<file path="src/rtl/dmx2_4bits_buf.sv">
// Registered 1-to-2 demultiplexer with a small FIFO per output channel.
// Each accepted word goes to channel 0 or 1 according to s.
// Each channel has its own valid/ready handshake.

// Single-channel FIFO: pointer/count state with reset, storage without reset.
module dmx2_4bits_buf_fifo #(
    parameter int unsigned WIDTH = 4,
    parameter int unsigned DEPTH = 2,
    parameter int unsigned CW    = $clog2(DEPTH) + 1
) (
    input  logic             clk,
    input  logic             reset_n,
    input  logic [WIDTH-1:0] wdata,
    input  logic             push,
    input  logic             ready,
    output logic [WIDTH-1:0] head,
    output logic             valid,
    output logic             full,
    output logic [CW-1:0]    cnt
);

    localparam int unsigned PW = $clog2(DEPTH);

    logic [WIDTH-1:0] mem [DEPTH];
    logic [PW-1:0]    wptr;
    logic [PW-1:0]    rptr;
    logic             pop;

    assign valid = (cnt != '0);
    assign full  = (cnt == CW'(DEPTH));
    assign pop   = valid & ready;
    assign head  = valid ? mem[rptr] : '0;

    // Pointer and occupancy tracking; pointers wrap naturally at DEPTH.
    always_ff @(posedge clk or negedge reset_n) begin
        if (!reset_n) begin
            wptr <= '0;
            rptr <= '0;
            cnt  <= '0;
        end else begin
            if (push) begin
                wptr <= wptr + PW'(1);
            end
            if (pop) begin
                rptr <= rptr + PW'(1);
            end
            case ({push, pop})
                2'b10:   cnt <= cnt + CW'(1);
                2'b01:   cnt <= cnt - CW'(1);
                default: cnt <= cnt;
            endcase
        end
    end

    // Storage write; contents are don't-care after reset.
    always_ff @(posedge clk) begin
        if (push) begin
            mem[wptr] <= wdata;
        end
    end

endmodule

// Top: steers the incoming word to the selected channel FIFO.
module dmx2_4bits_buf #(
    parameter int unsigned WIDTH = 4,
    parameter int unsigned DEPTH = 2,
    parameter int unsigned CW    = $clog2(DEPTH) + 1
) (
    input  logic             clk,
    input  logic             reset_n,
    input  logic [WIDTH-1:0] d,
    input  logic             s,
    input  logic             i_valid,
    output logic             i_ready,
    output logic [WIDTH-1:0] y0,
    output logic             y0_valid,
    input  logic             y0_ready,
    output logic [WIDTH-1:0] y1,
    output logic             y1_valid,
    input  logic             y1_ready,
    output logic [CW-1:0]    cnt0,
    output logic [CW-1:0]    cnt1
);

    logic full0;
    logic full1;
    logic push0;
    logic push1;

    // Acceptance depends only on the selected channel's fullness, never on i_valid.
    assign i_ready = s ? ~full1 : ~full0;
    assign push0   = i_valid & i_ready & ~s;
    assign push1   = i_valid & i_ready & s;

    dmx2_4bits_buf_fifo #(
        .WIDTH (WIDTH),
        .DEPTH (DEPTH),
        .CW    (CW)
    ) u_fifo0 (
        .clk     (clk),
        .reset_n (reset_n),
        .wdata   (d),
        .push    (push0),
        .ready   (y0_ready),
        .head    (y0),
        .valid   (y0_valid),
        .full    (full0),
        .cnt     (cnt0)
    );

    dmx2_4bits_buf_fifo #(
        .WIDTH (WIDTH),
        .DEPTH (DEPTH),
        .CW    (CW)
    ) u_fifo1 (
        .clk     (clk),
        .reset_n (reset_n),
        .wdata   (d),
        .push    (push1),
        .ready   (y1_ready),
        .head    (y1),
        .valid   (y1_valid),
        .full    (full1),
        .cnt     (cnt1)
    );

endmodule

</file>
<file path="config.mk">
export PLATFORM = sky130hd
export DESIGN_NAME = dmx2_4bits_buf
export DESIGN_NICKNAME = d
export VERILOG_FILES = /design/src/rtl/dmx2_4bits_buf.sv
export SDC_FILE = /design/constraint.sdc
export NUM_CORES = 1
export LEC_CHECK = 0
export CAP_MARGIN = 20
export CORE_MARGIN = 8
export CORE_UTILIZATION = 51
export CTS_CLUSTER_DIAMETER = 40
export DETAILED_ROUTE_END_ITERATION = 7
export PLACE_DENSITY_LB_ADDON = 0.3
export SLEW_MARGIN = 20
export SYNTH_ARGS = -nofsm -noshare
export SYNTH_HDL_FRONTEND = slang
export SYNTH_SLANG_ARGS = --single-unit
</file>
<file path="constraint.sdc">
create_clock -name clk -period 3.1 [get_ports clk]
set_input_delay 0.775 -clock clk [delete_from_list [all_inputs] [get_ports clk]]
set_output_delay 0.775 -clock clk [all_outputs]
set_load 0.05 [all_outputs]
</file>
==> results of run 1 <==
-- per-layer routing --
metal	track usage, %	vias up	wire length, um
met5	0	-	0
met4	7.973	0	48
met3	4.661	5	156
met2	20.06	22	964
met1	10.41	278	689
li1	-	295	-
-- placed cells by master (no fill, tap or decap), drive strengths merged --
master	synthesis	layout
edfxtp	16	16
clkbuf	0	3
nor2b	2	2
nor2	16	16
nand3b	1	1
buf	2	1
mux2	1	1
xnor2	6	6
bufinv	0	1
ha	2	2
nand3	1	1
inv	4	4
dfrtp	8	8
clkdlybuf4s50	0	23
xor2	4	4
nand2b	2	2
mux2i	8	8
-- logic make-up after synthesis --
| kind of cell | share of synthesized area, % |
|---|---|
| flops | 66.67 |
| simple gates | 10.91 |
| xor+xnor | 8.578 |
| mux | 8.946 |
| buf+inv | 2.451 |
| fa+ha+maj | 2.451 |
-- layout make-up --
class | count | area [sq um] | area share, %
clock buffers | 3 | 22.52 | 1.687
clock inverters | 1 | 30.03 | 2.249
inverters | 4 | 15.01 | 1.125
multi-input cells | 43 | 315.3 | 23.62
flip-flops and latches | 24 | 680.7 | 50.98
well taps | 27 | 33.78 | 2.530
repair buffers | 24 | 237.7 | 17.81
-- metrics by stage --
step	hold WS (ps)	utilization, %	setup WS, ps	instances
2_1_floorplan	467.6	-	746.0	73
3_3_place_gp	481.9	66.73	517.8	122
3_5_place_dp	491.0	66.73	500.2	122
4_1_cts	508.9	69.47	290.7	126
5_1_grt	538.2	69.47	180.9	126
6_report	509.5	69.47	333.8	126
-- sequential cells by signal, indices dropped and copies added (netlist names) --
register / count
u_fifo0.rptr: 1
u_fifo0.wptr: 1
u_fifo0.mem: 8
u_fifo1.mem: 8
u_fifo1.cnt: 2
u_fifo0.cnt: 2
u_fifo1.rptr: 1
u_fifo1.wptr: 1
-- how the worst max path moves through the flow --
stage / slack, ps / to / cells after the start / startpoint
floorplan: 750 / y0[0] / 2 / u_fifo0.cnt[0]$_DFFE_PN0P_
global placement: 520 / i_ready / 3 / s
detailed placement: 500 / i_ready / 3 / s
CTS: 290 / y1[0] / 3 / u_fifo1.cnt[0]$_DFFE_PN0P_
global route: 180 / y1[0] / 3 / u_fifo1.cnt[0]$_DFFE_PN0P_
finish: 330 / y0[0] / 3 / u_fifo0.cnt[0]$_DFFE_PN0P_
==> impl_metrics.json, run 1 <==
{
  "cp_top_family": "buffers and inverters",
  "worst_ep_required_time_ps": 2320,
  "crit_chain": "nor2_1 > nor2_1 > clkdlybuf4s50_1",
  "synth_top_area_cell": "edfxtp_1",
  "cts_tree": "yes",
  "routed_wl_um": 1858,
  "cp_common_cell": "nor2_1",
  "cp.arrival_ps": 1990,
  "ys_seq_area_share_pct": 66.67,
  "holdPathStages": 1,
  "dieArea_sq_um": 3689,
  "synth_area_sq_um": 1021,
  "cts.root.buffer_cell": "clkbuf_4",
  "vias": 600,
  "slowest_delay_ps": 720,
  "holdCritStartpoint": "u_fifo1.wptr$_DFFE_PN0P_",
  "status": "finished clean",
  "port_buffers": 24,
  "clock-sinks": 24,
  "critPathKind": "reg -> out",
  "yosysWarnings": 0,
  "synth.distinct_cells": 14,
  "hold_viol": 0,
  "cap_viol_max_count": 0,
  "die_h_um": 60.74,
  "fin_area_sq_um": 1335,
  "finalWeightedCongestion": 0.6912,
  "rsz0062_at_grt": "no",
  "dpl_cell_area_sq_um": 1282,
  "reg2reg_slack_ps": 1480,
  "nets": 112,
  "wire_per_inst_um": 14.75,
  "ctsHoldBuffers": 0,
  "cts_buffers": 3,
  "worst_pin_slew_ps": 509.0,
  "antenna_found_initial": 0,
  "n_antenna_cell": 0,
  "ys_seq_elements": 24,
  "clock_latency_ps": 310,
  "avgViaCountPerCell": 4.762,
  "grt_pass1_vias": 612,
  "worstHoldEndpoint": "u_fifo1.wptr$_DFFE_PN0P_",
  "post-cts-setup-buffers": 0,
  "cts_max_path_buffers": 2,
  "num_rows": 16,
  "grt_overflow": 0,
  "final.setup.tns_ps": 0,
  "ant_nets": 0,
  "timing.final.crit_share_pct": 89.23,
  "ff2ff_path_depth": 5,
  "drive_gt1_share_pct": 10.10,
  "avgSynthCellArea_sq_um": 13.99,
  "finalMaxSlewViolations": 0,
  "dp_hpwl_um": 1378,
  "postSynthCellCount": 73,
  "cp_slowest_cell": "clkdlybuf4s50_1",
  "synth_nets": 85,
  "gr-usage-all-layers_pct": 11.41,
  "r2r_end": "u_fifo0.cnt[1]$_DFFE_PN0P_",
  "endpoint_kind": "primary output",
  "timing.rr.start": "u_fifo0.cnt[0]$_DFFE_PN0P_",
  "ys_top_cells_by_count": "edfxtp_1, nor2_1, dfrtp_1, mux2i_1, xnor2_1",
  "ctsResizeCount": 0,
  "timing.slew.headroom_pct": 65.96,
  "clkTransAtPathRegs_ps": 120,
  "timing.fmax_mhz": 361.5,
  "initial_core_util_pct": 53.12,
  "grt_pass1_wl_um": 2863,
  "grt_max_degree": 15,
  "hp-class": "reg -> reg",
  "finClkSkew_ps": 1.258,
  "crit_fanout": 6,
  "h-tree-depth": 1,
  "fillers": 143,
  "critPathBufInv": 1,
  "drc": 0,
  "synth_area_leaders": "edfxtp_1, dfrtp_1, mux2i_1",
  "synth_edf_count": 16,
  "setup_viol": 0,
  "start_kind": "register",
  "min_period_ps": 2766,
  "synth_top_flop_cell": "edfxtp_1",
  "drtIter0Drc": 10,
  "area_delta_synth_final_pct": 30.76,
  "synth_top_cell_area_share_pct": 47.06,
  "io_pins": 25,
  "core_sq_um": 1922,
  "synthArstFlopShare_pct": 33.33,
  "first_pass_iters": 4,
  "dieWidth_um": 60.74
}
Power of run 1 is left out: the tool's default activity adds up to more than one toggle a clock period on the data nets, which glitch-free logic cannot reach.
==> inputs of run 2 (changes only) <==
- SLEW_MARGIN: 20 -> not set
==> results of run 2 <==
Final layout, timing and power as in run 1 (identical DEF).
Power of run 2 is left out for the same reason.
==> inputs of run 3 (changes only) <==
- CORE_MARGIN: 8 -> not set
==> run 3 against run 2 <==
  * Cell area fell by 2.2%
  * Register-to-register slack improved by 40 ps
  * First-iteration DRC count rose by 30%
  * Wire length fell by 20%
  * Final cell count fell by 1.6%
  * Critical endpoint is now y0[1]
==> impl_metrics.json, run 3 (synthesis results as in run 1) <==
{
  "status": "finished clean",
  "first_pass_iters": 4,
  "multi_input_area_sq_um": 315.3,
  "clock_latency_ps": 300,
  "rsz0062_at_grt": "no",
  "hold_viol": 0,
  "cts_tree": "yes",
  "critPathKind": "reg -> out",
  "avgViaCountPerCell": 4.887,
  "finalMaxSlewViolations": 0,
  "reg_top3": "u_fifo0.mem x8, u_fifo1.mem x8",
  "area_delta_synth_final_pct": 27.94,
  "setup_viol": 0,
  "vias": 606,
  "antenna_found_initial": 0,
  "final_common_cell": "clkdlybuf4s50_1",
  "nets": 112,
  "drtIter0Drc": 13,
  "most-common-layout-cells": "clkdlybuf4s50_1, nor2_1, edfxtp_1",
  "h-tree-depth": 1,
  "initial_core_util_pct": 56.67,
  "dieArea_sq_um": 2185,
  "grt_pass1_vias": 508,
  "cap_viol_max_count": 0,
  "finClkSkew_ps": 6.916,
  "final_cells": 124,
  "io_pins": 25,
  "core_sq_um": 1802,
  "ctsHoldBuffers": 0,
  "final.setup.tns_ps": 0,
  "dpl_worst_slack_ps": 501.5,
  "drive_gt1_share_pct": 9.091,
  "start_kind": "register",
  "fin_ws_ps": 380.1,
  "cp.arrival_ps": 1940,
  "hp-class": "reg -> reg",
  "ctsResizeCount": 0,
  "post-route-util_pct": 72.50,
  "clock-sinks": 24,
  "endpoint_kind": "primary output",
  "regArea_sq_um": 680.7,
  "min_period_ps": 2720,
  "worst_ep_required_time_ps": 2320,
  "timing.fmax_mhz": 367.7,
  "cts_buffers": 3,
  "holdPathStages": 1,
  "dieWidth_um": 46.74,
  "crit_fanout": 6,
  "n_antenna_cell": 0,
  "wire_per_inst_um": 12.02,
  "dp_cells": 120,
  "fillers": 141,
  "grt_overflow": 0,
  "num_rows": 15,
  "die_h_um": 46.74,
  "ant_nets": 0,
  "timing.slew.headroom_pct": 65.79,
  "post-cts-setup-buffers": 0,
  "cts_max_path_buffers": 2,
  "drc": 0,
  "grt_pass1_wl_um": 2083,
  "clkTransAtPathRegs_ps": 110,
  "worst_pin_slew_ps": 511.6,
  "ff2ff_path_depth": 5,
  "routed_wl_um": 1490,
  "timing.final.crit_share_pct": 87.74,
  "gr-usage-all-layers_pct": 14.32,
  "cts.root.buffer_cell": "clkbuf_4",
  "dp_hpwl_um": 1144,
  "port_buffers": 24,
  "grt_max_degree": 14,
  "finalWeightedCongestion": 0.7055
}
[run 3: changes by cell type in the layout (fill, tap and decap cells not counted), sizes merged]
| cell | delta |
|---|---|
| clkinv | +1 |
| bufinv | -1 |
[run 3: per-layer routing]
layer / track usage, % / part of all wire [%] / vias to the layer above
met3: 4.615 / 4.7 / 0
met2: 23.33 / 51 / 18
li1: - / - / 294
met1: 18.35 / 45 / 294
met4: 4.571 / 0 / 0
met5: 0 / 0 / -
[run 3: cell type report]
cell class / instances / area share [%]
inverters: 4 / 1.149
clock buffers: 3 / 1.724
flip-flops and latches: 24 / 52.11
multi-input cells: 43 / 24.14
clock inverters: 1 / 0.2874
repair buffers: 24 / 18.20
well taps: 25 / 2.395
[run 3: worst paths after layout]
kind / start / end / slack [ps]
setup / recovery: u_fifo0.cnt[0]$_DFFE_PN0P_ / y0[1] / 380
hold / removal: u_fifo0.wptr$_DFFE_PN0P_ / u_fifo0.wptr$_DFFE_PN0P_ / 510
setup reg to reg: u_fifo0.cnt[0]$_DFFE_PN0P_ / u_fifo0.cnt[1]$_DFFE_PN0P_ / 1520
hold reg to reg: u_fifo0.wptr$_DFFE_PN0P_ / u_fifo0.wptr$_DFFE_PN0P_ / 510
max in group asynchronous: reset_n / u_fifo0.rptr$_DFFE_PN0P_ / 2100
min in group asynchronous: reset_n / u_fifo1.cnt[0]$_DFFE_PN0P_ / 730
[run 3: through the flow]
| step | area [sq um] | hold slack, ps |
|---|---|---|
| after floorplan | 1021 | 467.6 |
| after global placement | 1280 | 481.2 |
| after detailed placement | 1280 | 488.6 |
| after CTS | 1306 | 507.2 |
| after global routing | 1306 | 525.3 |
| final | 1306 | 509.3 |
[run 3: critical path: stages (launching register included)]
cell,delay (ps)
dfrtp_1,460
nor2_1,360
nor2_1,110
clkdlybuf4s50_1,720
Power of run 3 is left out for the same reason.
